$ cat config.mk
export PLATFORM = sky130hd
export DESIGN_NAME = mem_port_arbiter_flat
export DESIGN_NICKNAME = d
export VERILOG_FILES = /design/src/rtl/mem_port_arbiter_if.sv /design/src/rtl/mem_port_arbiter.sv /design/src/flat_wrapper.sv
export SDC_FILE = /design/constraint.sdc
export NUM_CORES = 1
export LEC_CHECK = 0
export ABC_CLOCK_PERIOD_IN_PS = 2150
export CAP_MARGIN = 10
export CORE_MARGIN = 2
export CORE_UTILIZATION = 52
export CTS_CLUSTER_DIAMETER = 40
export CTS_CLUSTER_SIZE = 12
export DETAILED_ROUTE_END_ITERATION = 8
export DONT_BUFFER_PORTS = 1
export PLACE_DENSITY = 0.74
export SYNTH_ARGS = -nofsm -noshare
export SYNTH_HDL_FRONTEND = slang
export SYNTH_SLANG_ARGS = --single-unit
$ cat constraint.sdc
create_clock -name clk -period 2.15 [get_ports clk]
set_input_delay 0.43 -clock clk [delete_from_list [all_inputs] [get_ports clk]]
set_output_delay 0.43 -clock clk [all_outputs]
set_load 0.02 [all_outputs]
$ cat src/rtl/mem_port_arbiter_if.sv
// Bus bundle between the CPU requester ports, the arbiter and the shared
// single-port word memory. The slave view belongs to the arbiter; the
// master view is the surrounding system (core requesters plus memory).
interface mem_port_arbiter_if #(
  parameter int ADDR_W = 8,
  parameter int DATA_W = 32
);
  logic                  if_req;
  logic [ADDR_W-1:0]     if_addr;
  logic                  if_gnt;
  logic                  if_rvalid;
  logic [DATA_W-1:0]     if_rdata;

  logic                  d_req;
  logic                  d_we;
  logic [ADDR_W-1:0]     d_addr;
  logic [DATA_W-1:0]     d_wdata;
  logic [DATA_W/8-1:0]   d_wstrb;
  logic                  d_gnt;
  logic                  d_rvalid;
  logic [DATA_W-1:0]     d_rdata;

  logic                  mem_en;
  logic                  mem_we;
  logic [ADDR_W-3:0]     mem_addr;
  logic [DATA_W-1:0]     mem_wdata;
  logic [DATA_W/8-1:0]   mem_wstrb;
  logic [DATA_W-1:0]     mem_rdata;

  modport slave (
    input  if_req, if_addr,
    output if_gnt, if_rvalid, if_rdata,
    input  d_req, d_we, d_addr, d_wdata, d_wstrb,
    output d_gnt, d_rvalid, d_rdata,
    output mem_en, mem_we, mem_addr, mem_wdata, mem_wstrb,
    input  mem_rdata
  );

  modport master (
    output if_req, if_addr,
    input  if_gnt, if_rvalid, if_rdata,
    output d_req, d_we, d_addr, d_wdata, d_wstrb,
    input  d_gnt, d_rvalid, d_rdata,
    input  mem_en, mem_we, mem_addr, mem_wdata, mem_wstrb,
    output mem_rdata
  );
endinterface

$ cat src/rtl/mem_port_arbiter.sv
// Shares one single-port synchronous memory between instruction fetch and
// load/store. Data wins contested cycles until STREAK_MAX consecutive
// contested data grants have gone by, then fetch is forced through. Reads
// take the grant cycle plus one return cycle; stores finish in the grant cycle.
module mem_port_arbiter #(
  parameter int ADDR_W     = 8,
  parameter int DATA_W     = 32,
  parameter int STREAK_MAX = 4
) (
  input  logic            clk,
  input  logic            rst,
  mem_port_arbiter_if.slave bus
);

  localparam logic [3:0] STREAK_LIM = 4'(STREAK_MAX);

  typedef enum logic [1:0] {
    IDLE = 2'd0,
    RD_I = 2'd1,
    RD_D = 2'd2
  } state_t;

  state_t            state;
  state_t            state_n;
  logic [3:0]        streak;
  logic [DATA_W-1:0] if_hold;
  logic [DATA_W-1:0] d_hold;
  logic              grant_i;
  logic              grant_d;

  // Byte-offset bits of both requester addresses are deliberately ignored.
  logic unused_addr_lsbs;
  assign unused_addr_lsbs = ^{bus.if_addr[1:0], bus.d_addr[1:0]};

  // Arbitration in IDLE, memory strobes, and read-data steering to the owner.
  always_comb begin
    state_n       = state;
    grant_i       = 1'b0;
    grant_d       = 1'b0;
    bus.if_gnt    = 1'b0;
    bus.d_gnt     = 1'b0;
    bus.if_rvalid = 1'b0;
    bus.d_rvalid  = 1'b0;
    bus.if_rdata  = if_hold;
    bus.d_rdata   = d_hold;
    bus.mem_en    = 1'b0;
    bus.mem_we    = 1'b0;
    bus.mem_addr  = '0;
    bus.mem_wdata = '0;
    bus.mem_wstrb = '0;
    if (rst) begin
      state_n      = IDLE;
      bus.if_rdata = '0;
      bus.d_rdata  = '0;
    end else begin
      case (state)
        IDLE: begin
          if (bus.d_req && !(bus.if_req && streak == STREAK_LIM)) begin
            grant_d = 1'b1;
          end else if (bus.if_req) begin
            grant_i = 1'b1;
          end
          if (grant_d) begin
            bus.d_gnt    = 1'b1;
            bus.mem_en   = 1'b1;
            bus.mem_addr = bus.d_addr[ADDR_W-1:2];
            if (bus.d_we) begin
              bus.mem_we    = 1'b1;
              bus.mem_wdata = bus.d_wdata;
              bus.mem_wstrb = bus.d_wstrb;
            end else begin
              state_n = RD_D;
            end
          end else if (grant_i) begin
            bus.if_gnt   = 1'b1;
            bus.mem_en   = 1'b1;
            bus.mem_addr = bus.if_addr[ADDR_W-1:2];
            state_n      = RD_I;
          end
        end
        RD_I: begin
          bus.if_rvalid = 1'b1;
          bus.if_rdata  = bus.mem_rdata;
          state_n       = IDLE;
        end
        RD_D: begin
          bus.d_rvalid = 1'b1;
          bus.d_rdata  = bus.mem_rdata;
          state_n      = IDLE;
        end
        default: state_n = IDLE;
      endcase
    end
  end

  // State register.
  always_ff @(posedge clk) begin
    if (rst) state <= IDLE;
    else     state <= state_n;
  end

  // Contested-data streak: counts data grants taken while fetch was waiting.
  always_ff @(posedge clk) begin
    if (rst) begin
      streak <= '0;
    end else if (grant_d) begin
      if (!bus.if_req)              streak <= '0;
      else if (streak != STREAK_LIM) streak <= streak + 4'd1;
    end else if (grant_i) begin
      streak <= '0;
    end
  end

  // Held read data so each port keeps showing its last returned word.
  always_ff @(posedge clk) begin
    if (rst) begin
      if_hold <= '0;
      d_hold  <= '0;
    end else if (state == RD_I) begin
      if_hold <= bus.mem_rdata;
    end else if (state == RD_D) begin
      d_hold <= bus.mem_rdata;
    end
  end

endmodule

$ cat src/flat_wrapper.sv
// flat-port wrapper written by rule: the top's interface ports become plain ports
module mem_port_arbiter_flat 
#(
  parameter int ADDR_W     = 8,
  parameter int DATA_W     = 32,
  parameter int STREAK_MAX = 4
)
  (clk, rst, bus_if_req, bus_if_addr, bus_if_gnt, bus_if_rvalid, bus_if_rdata, bus_d_req, bus_d_we, bus_d_addr, bus_d_wdata, bus_d_wstrb, bus_d_gnt, bus_d_rvalid, bus_d_rdata, bus_mem_en, bus_mem_we, bus_mem_addr, bus_mem_wdata, bus_mem_wstrb, bus_mem_rdata);
  mem_port_arbiter_if #(.ADDR_W(ADDR_W), .DATA_W(DATA_W)) bus_i ();
  input  logic clk;
  input  logic rst;
  input wire logic [$bits(bus_i.if_req)-1:0] bus_if_req;
  input wire logic [$bits(bus_i.if_addr)-1:0] bus_if_addr;
  output wire logic [$bits(bus_i.if_gnt)-1:0] bus_if_gnt;
  output wire logic [$bits(bus_i.if_rvalid)-1:0] bus_if_rvalid;
  output wire logic [$bits(bus_i.if_rdata)-1:0] bus_if_rdata;
  input wire logic [$bits(bus_i.d_req)-1:0] bus_d_req;
  input wire logic [$bits(bus_i.d_we)-1:0] bus_d_we;
  input wire logic [$bits(bus_i.d_addr)-1:0] bus_d_addr;
  input wire logic [$bits(bus_i.d_wdata)-1:0] bus_d_wdata;
  input wire logic [$bits(bus_i.d_wstrb)-1:0] bus_d_wstrb;
  output wire logic [$bits(bus_i.d_gnt)-1:0] bus_d_gnt;
  output wire logic [$bits(bus_i.d_rvalid)-1:0] bus_d_rvalid;
  output wire logic [$bits(bus_i.d_rdata)-1:0] bus_d_rdata;
  output wire logic [$bits(bus_i.mem_en)-1:0] bus_mem_en;
  output wire logic [$bits(bus_i.mem_we)-1:0] bus_mem_we;
  output wire logic [$bits(bus_i.mem_addr)-1:0] bus_mem_addr;
  output wire logic [$bits(bus_i.mem_wdata)-1:0] bus_mem_wdata;
  output wire logic [$bits(bus_i.mem_wstrb)-1:0] bus_mem_wstrb;
  input wire logic [$bits(bus_i.mem_rdata)-1:0] bus_mem_rdata;
  assign bus_i.if_req = bus_if_req;
  assign bus_i.if_addr = bus_if_addr;
  assign bus_if_gnt = bus_i.if_gnt;
  assign bus_if_rvalid = bus_i.if_rvalid;
  assign bus_if_rdata = bus_i.if_rdata;
  assign bus_i.d_req = bus_d_req;
  assign bus_i.d_we = bus_d_we;
  assign bus_i.d_addr = bus_d_addr;
  assign bus_i.d_wdata = bus_d_wdata;
  assign bus_i.d_wstrb = bus_d_wstrb;
  assign bus_d_gnt = bus_i.d_gnt;
  assign bus_d_rvalid = bus_i.d_rvalid;
  assign bus_d_rdata = bus_i.d_rdata;
  assign bus_mem_en = bus_i.mem_en;
  assign bus_mem_we = bus_i.mem_we;
  assign bus_mem_addr = bus_i.mem_addr;
  assign bus_mem_wdata = bus_i.mem_wdata;
  assign bus_mem_wstrb = bus_i.mem_wstrb;
  assign bus_i.mem_rdata = bus_mem_rdata;
  mem_port_arbiter #(.ADDR_W(ADDR_W), .DATA_W(DATA_W), .STREAK_MAX(STREAK_MAX)) u_core (.clk(clk), .rst(rst), .bus(bus_i));
endmodule
==> out/results.txt <==
Avg Inst Size Synth: 7.33 µm²
FF-to-FF Start: u_core.streak[0]
H-tree levels: 3
final instance area: 4110 µm²
TritonRoute pass-1 iters: 4
status: finished clean
Num CTS Buffers: 9
post-synthesis cell type count: 30
Switching Power: 705 µW
maximum vdd drop: 0.000668 V
Rel. slew slack: 0.705
vias in the first global route: 2787
R2R setup slack: 0.72 ns
Synth area leaders: dfxtp_1 45%, nand2_1 16%, a21oi_1 16%
antenna violations before repair: 1
main combinational cell family by area after synthesis: simple AND/OR/NAND/NOR gates
most frequent cells after synthesis: 137 x nand2_1, 102 x a21oi_1, 70 x dfxtp_1, 36 x and2_1, 19 x clkbuf_1
Routed WL per cell: 17.1 µm
Ys Warns: 0
starting density of the core: 0.533
Synth Area in Compound Gates: 0.195
# setup viols final: 0
largest net degree at the start of global routing: 103
synthesized area: 3140 µm²
Core Region: 5890 µm²
vias: 3111
Synth Area in Simple Gates: 0.293
Reg clk slew, reported paths: 0.07 ns
dpl ws: 0.120 ns
fin crit share: 0.992
total placed instance area: 3630 µm²
Synth top area share: 0.447
root buf cell: clkbuf_8
global route overflow: 0
Power Total: 2.72 mW
WS Path Type: flip-flop to output pin
Worst Hold Endpoint: u_core.state[1]
# port buffers: 0
max frequency: 469 MHz
Worst Slack Setup Final: 0.0163 ns
RR Endpoint: u_core.streak[2]
hold path depth: 1
leading area contributor after synthesis: dfxtp_1
Worst Skew: 0.00793 ns
total negative slack: 0 ns
Hold Fails Final Rpt: 0
WP data arrival: 1.70 ns
HP Start: bus_d_we
drt initial violations: 137
DRC Markers: 0
CP required: 1.72 ns
vias per cell: 5.48
Routed Antenna Nets: 0
Die Height: 81.7 µm
placed cells: 541
Seq/Total Area, Yosys: 0.447
Clk pwr share: 0.367
CP endpoint kind: output pin
Total GRT Usage: 0.260
Die W: 81.7 µm
Die ar.: 6670 µm²
layout cells sized above 1: 0.331
CTS tree: yes
Comb power frac: 0.136
Fill cells: 472
Final GP Congestion: 0.713
most common cell in the netlist: nand2_1
first-pass GRT wire length: 13100 µm
Post-Synth XOR/XNOR Area: 0
Net Sw Frac: 0.260
Seq pwr share: 0.497
Routed WL: 9720 µm
post-synthesis mux area share: 0
Critical Path Source Type: flip-flop
MaxCap Viol Count: 0
min-delay worst type: input pin to flip-flop
asr flop ratio synth: 0
Max clock buf depth: 2
Pleak: 1.65 nW
Seq cells post-synth: 70
Int Power: 2.01 mW
Syn Inst Count: 428
# clock sinks: 70
hpwl dp: 6530 µm
Clk Latency, worst-skew pair: 0.34 ns
post-synth net total: 519
Tmin final: 2.13 ns
Worst Reg-to-Reg Cells: 7
EDFF count, synth: 0
Power per Cell Area: 660 nW/µm²
Synth Area in Adders: 0.00797
FP Rows: 28
Area growth, synth to finish: 31.1%
number of non-filler instances in the completed layout: 568
I/O pin total: 201
maximum fanout along the worst path: 7
Hold WS: 0.156 ns
fin util: 0.699
layout net count: 578
Slew Viols, Final: 0
top_reg_cell synth: dfxtp_1
Worst Tran Pin Value: 0.438 ns
-- metal layers --
metal | vias to the layer above | GRT usage | routed length [µm]
li1 | 1527 | - | -
met1 | 1425 | 0.258 | 3440
met2 | 135 | 0.472 | 5020
met3 | 24 | 0.105 | 947
met4 | 0 | 0.117 | 311
met5 | - | 0 | 0
-- power by group through the flow --
stage | sequential (mW) | combinational [mW] | clock (mW)
after detailed placement | 1.38 | 0.325 | 0
after CTS | 1.35 | 0.350 | 1.02
after floorplan | 1.38 | 0.260 | 0
final | 1.35 | 0.369 | 0.996
after global routing | 1.35 | 0.396 | 1.07
after global placement | 1.38 | 0.318 | 0
-- worst max-delay path, stage by stage (launching register included) --
cell and delay, ns:
dfxtp_2 0.33, inv_2 0.08, ha_4 0.14, nand4b_4 0.15, buf_6 0.18, a21o_1 0.18
a21oi_2 0.17, buf_6 0.14
-- kinds of logic (layout without fill, tap and decap cells) --
group | Yosys count | in the layout
and+or+nand+nor | 200 | 200
adders and majority gates | 2 | 2
DFF | 70 | 70
AOI/OAI and AO/OA | 116 | 116
other | 0 | 1
buffers and inverters | 40 | 104
-- placed cells by master (no fill, tap or decap), types with 2 or more instances in the layout --
cell type / count
clkbuf_1: 2
buf_4: 72
a21oi_2: 16
nand4_1: 2
clkbuf_8: 9
inv_2: 2
dfxtp_1: 66
inv_1: 3
o22ai_1: 2
nand3_1: 8
a21o_1: 6
nor2b_2: 2
a211oi_1: 2
dfxtp_2: 4
a21oi_1: 86
nor2_1: 5
nand2b_1: 2
buf_6: 8
clkinv_2: 4
nand2_1: 137
and2_4: 35
-- worst max-delay path by stage --
| stage | endpoint | slack [ns] | startpoint | depth (start not counted) |
|---|---|---|---|---|
| after floorplan | bus_if_gnt | 0.11 | bus_if_req | 4 |
| after detailed placement | bus_mem_wdata[1] | 0.12 | u_core.state[0] | 4 |
| after CTS | bus_mem_addr[0] | 0.004 | u_core.streak[1] | 7 |
| after global placement | bus_mem_wdata[28] | 0.18 | u_core.state[0] | 4 |
| after global routing | bus_mem_addr[1] | -0.05 | u_core.streak[0] | 7 |
| final | bus_mem_addr[1] | 0.02 | u_core.streak[0] | 7 |
-- repair_timing --
| item | in CTS | in global routing |
|---|---|---|
| hold endpoints to repair | 0 | 0 |
| resized for setup | 86 | 23 |
| gates cloned | 1 | 0 |
| endpoints found under the setup margin | 55 | 39 |
| pin swaps | 4 | 3 |
| hold buffers | 0 | 0 |
| buffers inserted | 5 | 4 |
-- state kept, by name (all words and copies together), names as in the netlist --
register,count
u_core.d_hold,32
u_core.if_hold,32
u_core.state,2
u_core.streak,4
-- cell type report --
cell class / instances / area (µm²) / share of cell area
flip-flops and latches: 70 / 1410 / 0.342
clock inverters: 5 / 50.0 / 0.0122
clock buffers: 11 / 131 / 0.0319
diodes: 1 / 2.50 / 0.000608
inverters: 5 / 18.8 / 0.00456
multi-input cells: 318 / 1740 / 0.423
repair buffers: 83 / 671 / 0.163
well taps: 75 / 93.8 / 0.0228
Power figures use the tool's default switching activity.
